## src/rtl/dcache_axi_bridge_if.sv

```systemverilog
// Signal bundle between the D-cache request port, the bridge, and the AXI4 interconnect.
// The master modport is the bridge's view; the slave modport is the cache/interconnect view.
interface dcache_axi_bridge_if #(
  parameter int unsigned ADDR_W = 32,
  parameter int unsigned DATA_W = 64
);
  logic                  req_ena;
  logic                  req_we;
  logic [63:0]           req_addr;
  logic [DATA_W-1:0]     req_wdata;
  logic [DATA_W/8-1:0]   req_wmask;
  logic                  resp_valid;
  logic [DATA_W-1:0]     resp_data;
  logic                  resp_err;

  logic                  ar_valid;
  logic                  ar_ready;
  logic [ADDR_W-1:0]     ar_addr;
  logic                  r_valid;
  logic                  r_ready;
  logic [DATA_W-1:0]     r_data;
  logic [1:0]            r_resp;

  logic                  aw_valid;
  logic                  aw_ready;
  logic [ADDR_W-1:0]     aw_addr;
  logic                  w_valid;
  logic                  w_ready;
  logic [DATA_W-1:0]     w_data;
  logic [DATA_W/8-1:0]   w_strb;
  logic                  b_valid;
  logic                  b_ready;
  logic [1:0]            b_resp;

  modport master (
    input  req_ena, req_we, req_addr, req_wdata, req_wmask,
    output resp_valid, resp_data, resp_err,
    output ar_valid, ar_addr, r_ready, aw_valid, aw_addr, w_valid, w_data, w_strb, b_ready,
    input  ar_ready, r_valid, r_data, r_resp, aw_ready, w_ready, b_valid, b_resp
  );

  modport slave (
    output req_ena, req_we, req_addr, req_wdata, req_wmask,
    input  resp_valid, resp_data, resp_err,
    input  ar_valid, ar_addr, r_ready, aw_valid, aw_addr, w_valid, w_data, w_strb, b_ready,
    output ar_ready, r_valid, r_data, r_resp, aw_ready, w_ready, b_valid, b_resp
  );
endinterface

```

## src/rtl/dcache_axi_bridge.sv

```systemverilog
// D-cache miss/writeback responder: one request at a time, issued as a single-beat 64-bit
// AXI4 read or write, answered with a one-cycle completion pulse. All outputs are registered.
module dcache_axi_bridge #(
  parameter int unsigned ADDR_W = 32,
  parameter int unsigned DATA_W = 64
) (
  input logic                 clk,
  input logic                 rst,
  dcache_axi_bridge_if.master bus
);

  typedef enum logic [2:0] {StIdle, StAr, StR, StAww, StB, StResp} state_e;

  state_e                state_q, state_d;
  logic [ADDR_W-1:0]     addr_q, addr_d;
  logic [DATA_W-1:0]     wdata_q, wdata_d;
  logic [DATA_W/8-1:0]   wmask_q, wmask_d;
  logic [DATA_W-1:0]     resp_data_q, resp_data_d;
  logic                  resp_err_q, resp_err_d;
  logic                  aw_done_q, aw_done_d;
  logic                  w_done_q, w_done_d;
  logic                  ar_valid_q, ar_valid_d;
  logic                  r_ready_q, r_ready_d;
  logic                  aw_valid_q, aw_valid_d;
  logic                  w_valid_q, w_valid_d;
  logic                  b_ready_q, b_ready_d;
  logic                  resp_valid_q, resp_valid_d;

  // Offset bits and address bits above ADDR_W are intentionally dropped.
  logic unused_addr_bits;
  if (ADDR_W < 64) begin : g_addr_hi
    assign unused_addr_bits = ^{bus.req_addr[63:ADDR_W], bus.req_addr[2:0]};
  end else begin : g_addr_full
    assign unused_addr_bits = ^bus.req_addr[2:0];
  end

  always_comb begin
    state_d     = state_q;
    addr_d      = addr_q;
    wdata_d     = wdata_q;
    wmask_d     = wmask_q;
    resp_data_d = resp_data_q;
    resp_err_d  = resp_err_q;
    aw_done_d   = aw_done_q;
    w_done_d    = w_done_q;

    unique case (state_q)
      StIdle: begin
        if (bus.req_ena) begin
          addr_d    = {bus.req_addr[ADDR_W-1:3], 3'b000};
          wdata_d   = bus.req_wdata;
          wmask_d   = bus.req_wmask;
          aw_done_d = 1'b0;
          w_done_d  = 1'b0;
          state_d   = bus.req_we ? StAww : StAr;
        end
      end
      StAr: begin
        if (ar_valid_q && bus.ar_ready) state_d = StR;
      end
      StR: begin
        if (r_ready_q && bus.r_valid) begin
          resp_data_d = bus.r_data;
          resp_err_d  = (bus.r_resp != 2'b00);
          state_d     = StResp;
        end
      end
      StAww: begin
        // Address and data channels complete independently, possibly in the same cycle.
        aw_done_d = aw_done_q | (aw_valid_q & bus.aw_ready);
        w_done_d  = w_done_q | (w_valid_q & bus.w_ready);
        if (aw_done_d && w_done_d) state_d = StB;
      end
      StB: begin
        if (b_ready_q && bus.b_valid) begin
          resp_data_d = '0;
          resp_err_d  = (bus.b_resp != 2'b00);
          state_d     = StResp;
        end
      end
      StResp: begin
        state_d = StIdle;
      end
      default: begin
        state_d = StIdle;
      end
    endcase

    // Outputs are registered copies of what the next state asserts.
    ar_valid_d   = (state_d == StAr);
    r_ready_d    = (state_d == StR);
    aw_valid_d   = (state_d == StAww) && !aw_done_d;
    w_valid_d    = (state_d == StAww) && !w_done_d;
    b_ready_d    = (state_d == StB);
    resp_valid_d = (state_d == StResp);
  end

  always_ff @(posedge clk) begin
    if (rst) begin
      state_q      <= StIdle;
      addr_q       <= '0;
      wdata_q      <= '0;
      wmask_q      <= '0;
      resp_data_q  <= '0;
      resp_err_q   <= 1'b0;
      aw_done_q    <= 1'b0;
      w_done_q     <= 1'b0;
      ar_valid_q   <= 1'b0;
      r_ready_q    <= 1'b0;
      aw_valid_q   <= 1'b0;
      w_valid_q    <= 1'b0;
      b_ready_q    <= 1'b0;
      resp_valid_q <= 1'b0;
    end else begin
      state_q      <= state_d;
      addr_q       <= addr_d;
      wdata_q      <= wdata_d;
      wmask_q      <= wmask_d;
      resp_data_q  <= resp_data_d;
      resp_err_q   <= resp_err_d;
      aw_done_q    <= aw_done_d;
      w_done_q     <= w_done_d;
      ar_valid_q   <= ar_valid_d;
      r_ready_q    <= r_ready_d;
      aw_valid_q   <= aw_valid_d;
      w_valid_q    <= w_valid_d;
      b_ready_q    <= b_ready_d;
      resp_valid_q <= resp_valid_d;
    end
  end

  assign bus.resp_valid = resp_valid_q;
  assign bus.resp_data  = resp_data_q;
  assign bus.resp_err   = resp_err_q;
  assign bus.ar_valid   = ar_valid_q;
  assign bus.ar_addr    = addr_q;
  assign bus.r_ready    = r_ready_q;
  assign bus.aw_valid   = aw_valid_q;
  assign bus.aw_addr    = addr_q;
  assign bus.w_valid    = w_valid_q;
  assign bus.w_data     = wdata_q;
  assign bus.w_strb     = wmask_q;
  assign bus.b_ready    = b_ready_q;

endmodule

```

## src/flat_wrapper.sv

```systemverilog
// flat-port wrapper written by rule: the top's interface ports become plain ports
module dcache_axi_bridge_flat 
#(
  parameter int unsigned ADDR_W = 32,
  parameter int unsigned DATA_W = 64
)
  (clk, rst, bus_req_ena, bus_req_we, bus_req_addr, bus_req_wdata, bus_req_wmask, bus_resp_valid, bus_resp_data, bus_resp_err, bus_ar_valid, bus_ar_addr, bus_r_ready, bus_aw_valid, bus_aw_addr, bus_w_valid, bus_w_data, bus_w_strb, bus_b_ready, bus_ar_ready, bus_r_valid, bus_r_data, bus_r_resp, bus_aw_ready, bus_w_ready, bus_b_valid, bus_b_resp);
  dcache_axi_bridge_if #(.ADDR_W(ADDR_W), .DATA_W(DATA_W)) bus_i ();
  input logic clk;
  input logic rst;
  input wire logic [$bits(bus_i.req_ena)-1:0] bus_req_ena;
  input wire logic [$bits(bus_i.req_we)-1:0] bus_req_we;
  input wire logic [$bits(bus_i.req_addr)-1:0] bus_req_addr;
  input wire logic [$bits(bus_i.req_wdata)-1:0] bus_req_wdata;
  input wire logic [$bits(bus_i.req_wmask)-1:0] bus_req_wmask;
  output wire logic [$bits(bus_i.resp_valid)-1:0] bus_resp_valid;
  output wire logic [$bits(bus_i.resp_data)-1:0] bus_resp_data;
  output wire logic [$bits(bus_i.resp_err)-1:0] bus_resp_err;
  output wire logic [$bits(bus_i.ar_valid)-1:0] bus_ar_valid;
  output wire logic [$bits(bus_i.ar_addr)-1:0] bus_ar_addr;
  output wire logic [$bits(bus_i.r_ready)-1:0] bus_r_ready;
  output wire logic [$bits(bus_i.aw_valid)-1:0] bus_aw_valid;
  output wire logic [$bits(bus_i.aw_addr)-1:0] bus_aw_addr;
  output wire logic [$bits(bus_i.w_valid)-1:0] bus_w_valid;
  output wire logic [$bits(bus_i.w_data)-1:0] bus_w_data;
  output wire logic [$bits(bus_i.w_strb)-1:0] bus_w_strb;
  output wire logic [$bits(bus_i.b_ready)-1:0] bus_b_ready;
  input wire logic [$bits(bus_i.ar_ready)-1:0] bus_ar_ready;
  input wire logic [$bits(bus_i.r_valid)-1:0] bus_r_valid;
  input wire logic [$bits(bus_i.r_data)-1:0] bus_r_data;
  input wire logic [$bits(bus_i.r_resp)-1:0] bus_r_resp;
  input wire logic [$bits(bus_i.aw_ready)-1:0] bus_aw_ready;
  input wire logic [$bits(bus_i.w_ready)-1:0] bus_w_ready;
  input wire logic [$bits(bus_i.b_valid)-1:0] bus_b_valid;
  input wire logic [$bits(bus_i.b_resp)-1:0] bus_b_resp;
  assign bus_i.req_ena = bus_req_ena;
  assign bus_i.req_we = bus_req_we;
  assign bus_i.req_addr = bus_req_addr;
  assign bus_i.req_wdata = bus_req_wdata;
  assign bus_i.req_wmask = bus_req_wmask;
  assign bus_resp_valid = bus_i.resp_valid;
  assign bus_resp_data = bus_i.resp_data;
  assign bus_resp_err = bus_i.resp_err;
  assign bus_ar_valid = bus_i.ar_valid;
  assign bus_ar_addr = bus_i.ar_addr;
  assign bus_r_ready = bus_i.r_ready;
  assign bus_aw_valid = bus_i.aw_valid;
  assign bus_aw_addr = bus_i.aw_addr;
  assign bus_w_valid = bus_i.w_valid;
  assign bus_w_data = bus_i.w_data;
  assign bus_w_strb = bus_i.w_strb;
  assign bus_b_ready = bus_i.b_ready;
  assign bus_i.ar_ready = bus_ar_ready;
  assign bus_i.r_valid = bus_r_valid;
  assign bus_i.r_data = bus_r_data;
  assign bus_i.r_resp = bus_r_resp;
  assign bus_i.aw_ready = bus_aw_ready;
  assign bus_i.w_ready = bus_w_ready;
  assign bus_i.b_valid = bus_b_valid;
  assign bus_i.b_resp = bus_b_resp;
  dcache_axi_bridge #(.ADDR_W(ADDR_W), .DATA_W(DATA_W)) u_core (.clk(clk), .rst(rst), .bus(bus_i));
endmodule
```

## config.mk

```make
export PLATFORM = sky130hd
export DESIGN_NAME = dcache_axi_bridge_flat
export DESIGN_NICKNAME = d
export VERILOG_FILES = /design/src/rtl/dcache_axi_bridge_if.sv /design/src/rtl/dcache_axi_bridge.sv /design/src/flat_wrapper.sv
export SDC_FILE = /design/constraint.sdc
export NUM_CORES = 1
export LEC_CHECK = 0
export ABC_AREA = 1
export CAP_MARGIN = 30
export CORE_AREA = 2 2 163 165
export DETAILED_ROUTE_END_ITERATION = 16
export DIE_AREA = 0 0 165 167
export PLACE_DENSITY_LB_ADDON = 0.1
export SYNTH_ARGS = -nofsm -noshare
export SYNTH_HDL_FRONTEND = slang
export SYNTH_SLANG_ARGS = --single-unit
```

## constraint.sdc

```tcl
create_clock -name clk -period 2.1 [get_ports clk]
set_clock_uncertainty 0.15 [all_clocks]
set_input_delay 0.63 -clock clk [delete_from_list [all_inputs] [get_ports clk]]
set_output_delay 0.63 -clock clk [all_outputs]
set_load 0.05 [all_outputs]
```

After elaboration in Yosys (flattened, before gate mapping)
Cells that the tools add are included.

Latch bits: 0. Bits in writable memories: 0. Memories kept: 0. Bits of input ports: 213. Register bits: 177. Logic and storage cells: 60. Output and inout bits: 207. Memory bits (read-only): 0.

$add $sub $neg: 0. Multiplexer cells: 17. Multipliers: 0. Shifts and indexed selects: 0. $lt $le $gt $ge: 0. Equality and inequality tests: 11. Bitwise operators: 4. Reductions and logical operators: 14. Divide/modulo/power cells: 0.

Operator list (count): $mux W64 (2); $pmux W64 S2 (1); $mux W3 (5); $pmux W3 S5 (1); $eq A3 B2 Y1 const B (4); $eq A3 B3 Y1 const B (3); $eq A3 B1 Y1 const B (2); $logic_and A1 B1 Y1 (6); $pmux W1 S2 (3); $reduce_bool A2 Y1 (3); $mux W1 (4); $ne A2 B1 Y1 const B (2); $logic_not A3 Y1 (1); $reduce_and A3 Y1 (1); $and A1 B1 Y1 (2); $logic_not A1 Y1 (2); $mux W2 (1); $or A1 B1 Y1 (2); $reduce_and A2 Y1 (1).

Longest topological paths before layout
Gate-level depths: netlist (run 1).

Depth after elaboration: 7. Gate-level depth with buffers: 9.

Worst setup path before layout (run 1)
No wires, ideal clock.

Kind: register -> register. From: register u_core.r_ready_q, in the netlist u_core.bus.r_ready. To: register u_core.resp_data_q[43], in the netlist u_core.bus.resp_data[43]. Cell stages (with the launch flop): 7. Slack: 399 ps. Period minus slack after synthesis: 1701 ps. Setup time: 70 ps. Path buffers: 2. Arrival: 1480 ps. Cells stage by stage: dfxtp_1 -> nand2_1 -> nor2_2 -> buf_4 -> buf_2 -> nand2_1 -> a21oi_1.

Cells in the longest elaborated chain, start to end: 3.

Ends and longest elaborated chain: start, declared (line dcache_axi_bridge.sv:23) `logic r_ready_q, r_ready_d;`; start signal, assigned (line dcache_axi_bridge.sv:124) `r_ready_q <= r_ready_d;`; $logic_and A1 B1 Y1 (line dcache_axi_bridge.sv:62) `if (r_ready_q && bus.r_valid) begin`; $ne A2 B1 Y1 (no line); $reduce_and A3 Y1 (no line); end signal, assigned (line dcache_axi_bridge.sv:119) `resp_data_q <= resp_data_d;`; end, declared (line dcache_axi_bridge.sv:18) `logic [DATA_W-1:0] resp_data_q, resp_data_d;`.

No other way between the ends. A chain may end at the register's enable or synchronous reset.

Final worst setup path (run 1)
From: register u_core.addr_q[31], in the netlist u_core.bus.ar_addr[31]. To: output bus_ar_addr[31].

RTL lines: start, declared (line dcache_axi_bridge.sv:15) `logic [ADDR_W-1:0] addr_q, addr_d;`; start signal, assigned (line dcache_axi_bridge.sv:116) `addr_q <= addr_d;`; end, declared (line flat_wrapper.sv:20) `output wire logic [$bits(bus_i.ar_addr)-1:0] bus_ar_addr;`.

No word-level cell between the ends.

==> results, run 1 <==
- The run finished with clean final reports.
- The level count of the clock H-tree is 4.
- Entering global routing, the biggest net connects 80 pins.
- The first global-routing pass estimated 34140 um of wire.
- The count of nets left with antenna violations once routing finished came out at 0.
- The netlist uses 20 different library cells.
- The category of the worst setup path launch point is a register.
- The area after detailed placement is 10250 um^2.
- The critical path start-end classification is register to output pin.
- The adder-cell share of the synthesized area is 0%.
- In this run the static leakage power is 0.004486 uW.
- Broken down by cell family, the worst path's largest delay share belongs to flip-flops.
- The max-slew violation count came to 0.
- The initial antenna violation count is 3.
- For the worst setup path, the data arrival time is 1.13 ns.
- For this run, the number of Yosys warnings is 0.
- The clock slew seen by the registers of the worst setup and hold paths is 0.07 ns.
- The synthesized area is 6541 um^2.
- For this run, the total global-route usage over all layers was measured as 15.98%.
- The simple logic cell fraction of the synthesized area is 22.92%.
- After clock tree synthesis, the flow added hold-fix buffers numbering 0.
- The sum of buffers and inverters on the critical path is 1.
- The number of buffer cells added on primary ports is 378.
- For the finished layout, the period the worst path requires is 1.906 ns.
- Setup repair after global routing left no endpoint under its margin.
- The routed layout has 6569 vias.
- The count of endpoints failing hold in the final timing report is 0.
- The reg-to-reg setup timing slack is 0.47 ns.
- The maximum VDD drop is 0.4310 mV.
- The post-route netlist has 23.07% of its cells at a drive strength greater than 1.
- Routability-driven placement finished with a final weighted congestion of 0.7496.
- The type of element capturing the critical path is an output pin.
- The share of the Yosys chip area taken by registers is 54.17%.
- Before antenna repair, the detailed router went through 5 iterations.
- The first routing iteration left 340 violations.
- The number of buffers on the longest clock path is 2.
- In the finished design, the share of the clock period the worst path needs comes to 90.74%.
- The delay of the slowest cell on the worst path is 0.45 ns.
- The total clock buffers created by CTS is 17.
- The analysis attributes to net switching a power of 3462 uW.
- The overall die height is 167 um.
- The post-CTS setup repair buffer count is 0.
- The final worst hold slack is 0.3115 ns.
- For this design, the slowest cell found on the critical path is sky130_fd_sc_hd__dfxtp_1.
- In this run, the combinational gates consume 29.5% of the power.
- For this run, the post-layout net count is 1405.
- The standard cell core area is 25760 um^2.
- For the worst-skew pair, the clock arrives at the later sink with an insertion delay of 0.43 ns.
- In the final routed layout, each cell accounts on average for 14.77 um.
- The tree is rooted in a sky130_fd_sc_hd__clkbuf_16.
- The power density relative to cell area is 898.8 nW/um^2.
- Synthesis handed over a netlist of 844 instances.
- The kind of path behind the tightest hold check is register to register.
- Detailed placement finished with a half-perimeter wire length of 16740 um.
- The via count of the first global-routing pass was 5976.
- The portion of synthesized area spent on multiplexers is 0%.
- The clock network is responsible for 31.9% of the overall power.
- The count of cells resized by post-cts repair is 0.
- In this run, synthesis produced a sequential element count of 177.
- The register share of total power is 38.6%.
- The average instance area after synthesis is 7.750 um^2.
- 420 I/O pins were placed.
- The floorplan die area is 27560 um^2.
- The floorplan step set the die width to 165 um.
- The final design area excluding fillers is 10820 um^2.
- The clock drives 177 sinks.
- The setup violation total in the final timing report is 0.
- In this run switching power makes up 35.60% of total power.
- The area growth from synthesis to layout is 65.44%.
- The maximum clock frequency is 524.8 MHz.
- The number of rows created at floorplan is 59.
- The internal power of the cells totals 6264 uW.
- The residual DRC count is 0.
- The XOR/XNOR share of the synthesized area is 0%.
- Data on the critical path is required at its endpoint by 1.32 ns.
- After detailed routing, the number of vias per cell comes to 4.263.
- The total wire length is 22760 um.
- The total of max-cap violations is 0.
- The effective utilization at floorplan is 25.39%.
- The total overflow left after global routing is 0.
- The peak fanout along the critical path is 3.
- TritonCTS built the clock tree.
- The critical path goes through buf_4.
- The compound-cell area share of the yosys netlist is 13.06%.
- The combinational family with the most area after synthesis is simple AND/OR/NAND/NOR gates.
-- metal layers --
layer / GRT usage [%] / part of all wire, % / up-vias
li1: - / - / 3339
met2: 27.21 / 50 / 234
met5: 0 / 0.12 / -
met3: 4.309 / 7.8 / 22
met1: 19.33 / 41 / 2970
met4: 5.369 / 1.5 / 4
-- power by group through the flow --
stage	Sequential [uW]	Clock [uW]	Combinational (uW)
floorplan	4610	0	991
global placement	3830	0	2910
detailed placement	3830	0	2910
CTS	3760	3230	2910
global route	3790	3360	3070
finish	3750	3110	2870
-- layout make-up --
cell class,count,area [um^2]
multi-input cells,566,2394
repair buffers,414,3836
clock inverters,13,122.6
inverters,16,61.31
clock buffers,19,442.9
fillers,2691,14940
well taps,335,419.2
diodes,1,2.502
flip-flops and latches,177,3543
-- logic make-up after synthesis --
group	after synthesis
compound gates	170
simple gates	390
other cells	1
buf+inv	106
flops	177
-- layout by cell type, fill, tap and decap left out, types with 3 or more instances in the layout --
cell / n
sky130_fd_sc_hd__clkbuf_16: 17
sky130_fd_sc_hd__inv_6: 4
sky130_fd_sc_hd__nand3_1: 9
sky130_fd_sc_hd__a21oi_1: 166
sky130_fd_sc_hd__nor2_1: 13
sky130_fd_sc_hd__clkdlybuf4s50_1: 176
sky130_fd_sc_hd__nand2_1: 360
sky130_fd_sc_hd__inv_1: 13
sky130_fd_sc_hd__conb_1: 6
sky130_fd_sc_hd__buf_4: 215
sky130_fd_sc_hd__buf_12: 23
sky130_fd_sc_hd__dfxtp_1: 177
sky130_fd_sc_hd__inv_8: 3
-- synthesized netlist by cell type (all sizes together) --
cell	n	area share (%)
nand2	361	21
buf	69	7.7
a31oi	1	0.096
dfxtp	177	54
inv	16	0.92
nand3	10	0.77
conb	1	0.057
clkbuf	21	1.2
nand4	2	0.19
nor2	17	1.2
o211ai	1	0.11
a21oi	166	13
o21ai	2	0.15
-- registers in the layout (all words and copies together) (netlist names), 3 cells and up --
name / cells
u_core.bus.resp_data: 64
u_core.state_q: 3
u_core.bus.w_strb: 8
u_core.bus.w_data: 64
u_core.bus.ar_addr: 29
-- stage by stage --
step / power (uW) / utilization (%) / std cells / TNS (ns) / setup WS [ns]
after global placement: 6741 / 39.80 / 1508 / -4.300 / -0.06459
after detailed placement: 6741 / 39.80 / 1508 / -3.851 / -0.05640
after floorplan: 5603 / - / 849 / 0 / 0.3993
after global routing: 10210 / 42.00 / 1541 / 0 / 0.1483
after CTS: 9897 / 41.99 / 1540 / 0 / 0.1436
final: 9727 / 42.00 / 1541 / 0 / 0.1945
-- final timing paths --
path | from | endpoint | cells past startpoint
max | u_core.bus.ar_addr[31] | bus_ar_addr[31] | 1
min | u_core.bus.resp_data[38] | u_core.bus.resp_data[38] | 2
max reg2reg | u_core.state_q[2] | u_core.bus.resp_data[43] | 7
min reg2reg | u_core.bus.resp_data[38] | u_core.bus.resp_data[38] | 2
(Power assumes the default switching activity.)
==> run 2: changes to the inputs <==
CTS_CLUSTER_SIZE = 20   (was unset)
==> results of run 2 <==
Same layout as run 1: the final DEF is identical, and so are final timing and power.
==> run 3: changes to the inputs <==
CTS_CLUSTER_DIAMETER = 40   (was unset)
TNS_END_PERCENT = 100   (was unset)
==> results of run 3 <==
Same layout as run 1: the final DEF is identical, and so are final timing and power.
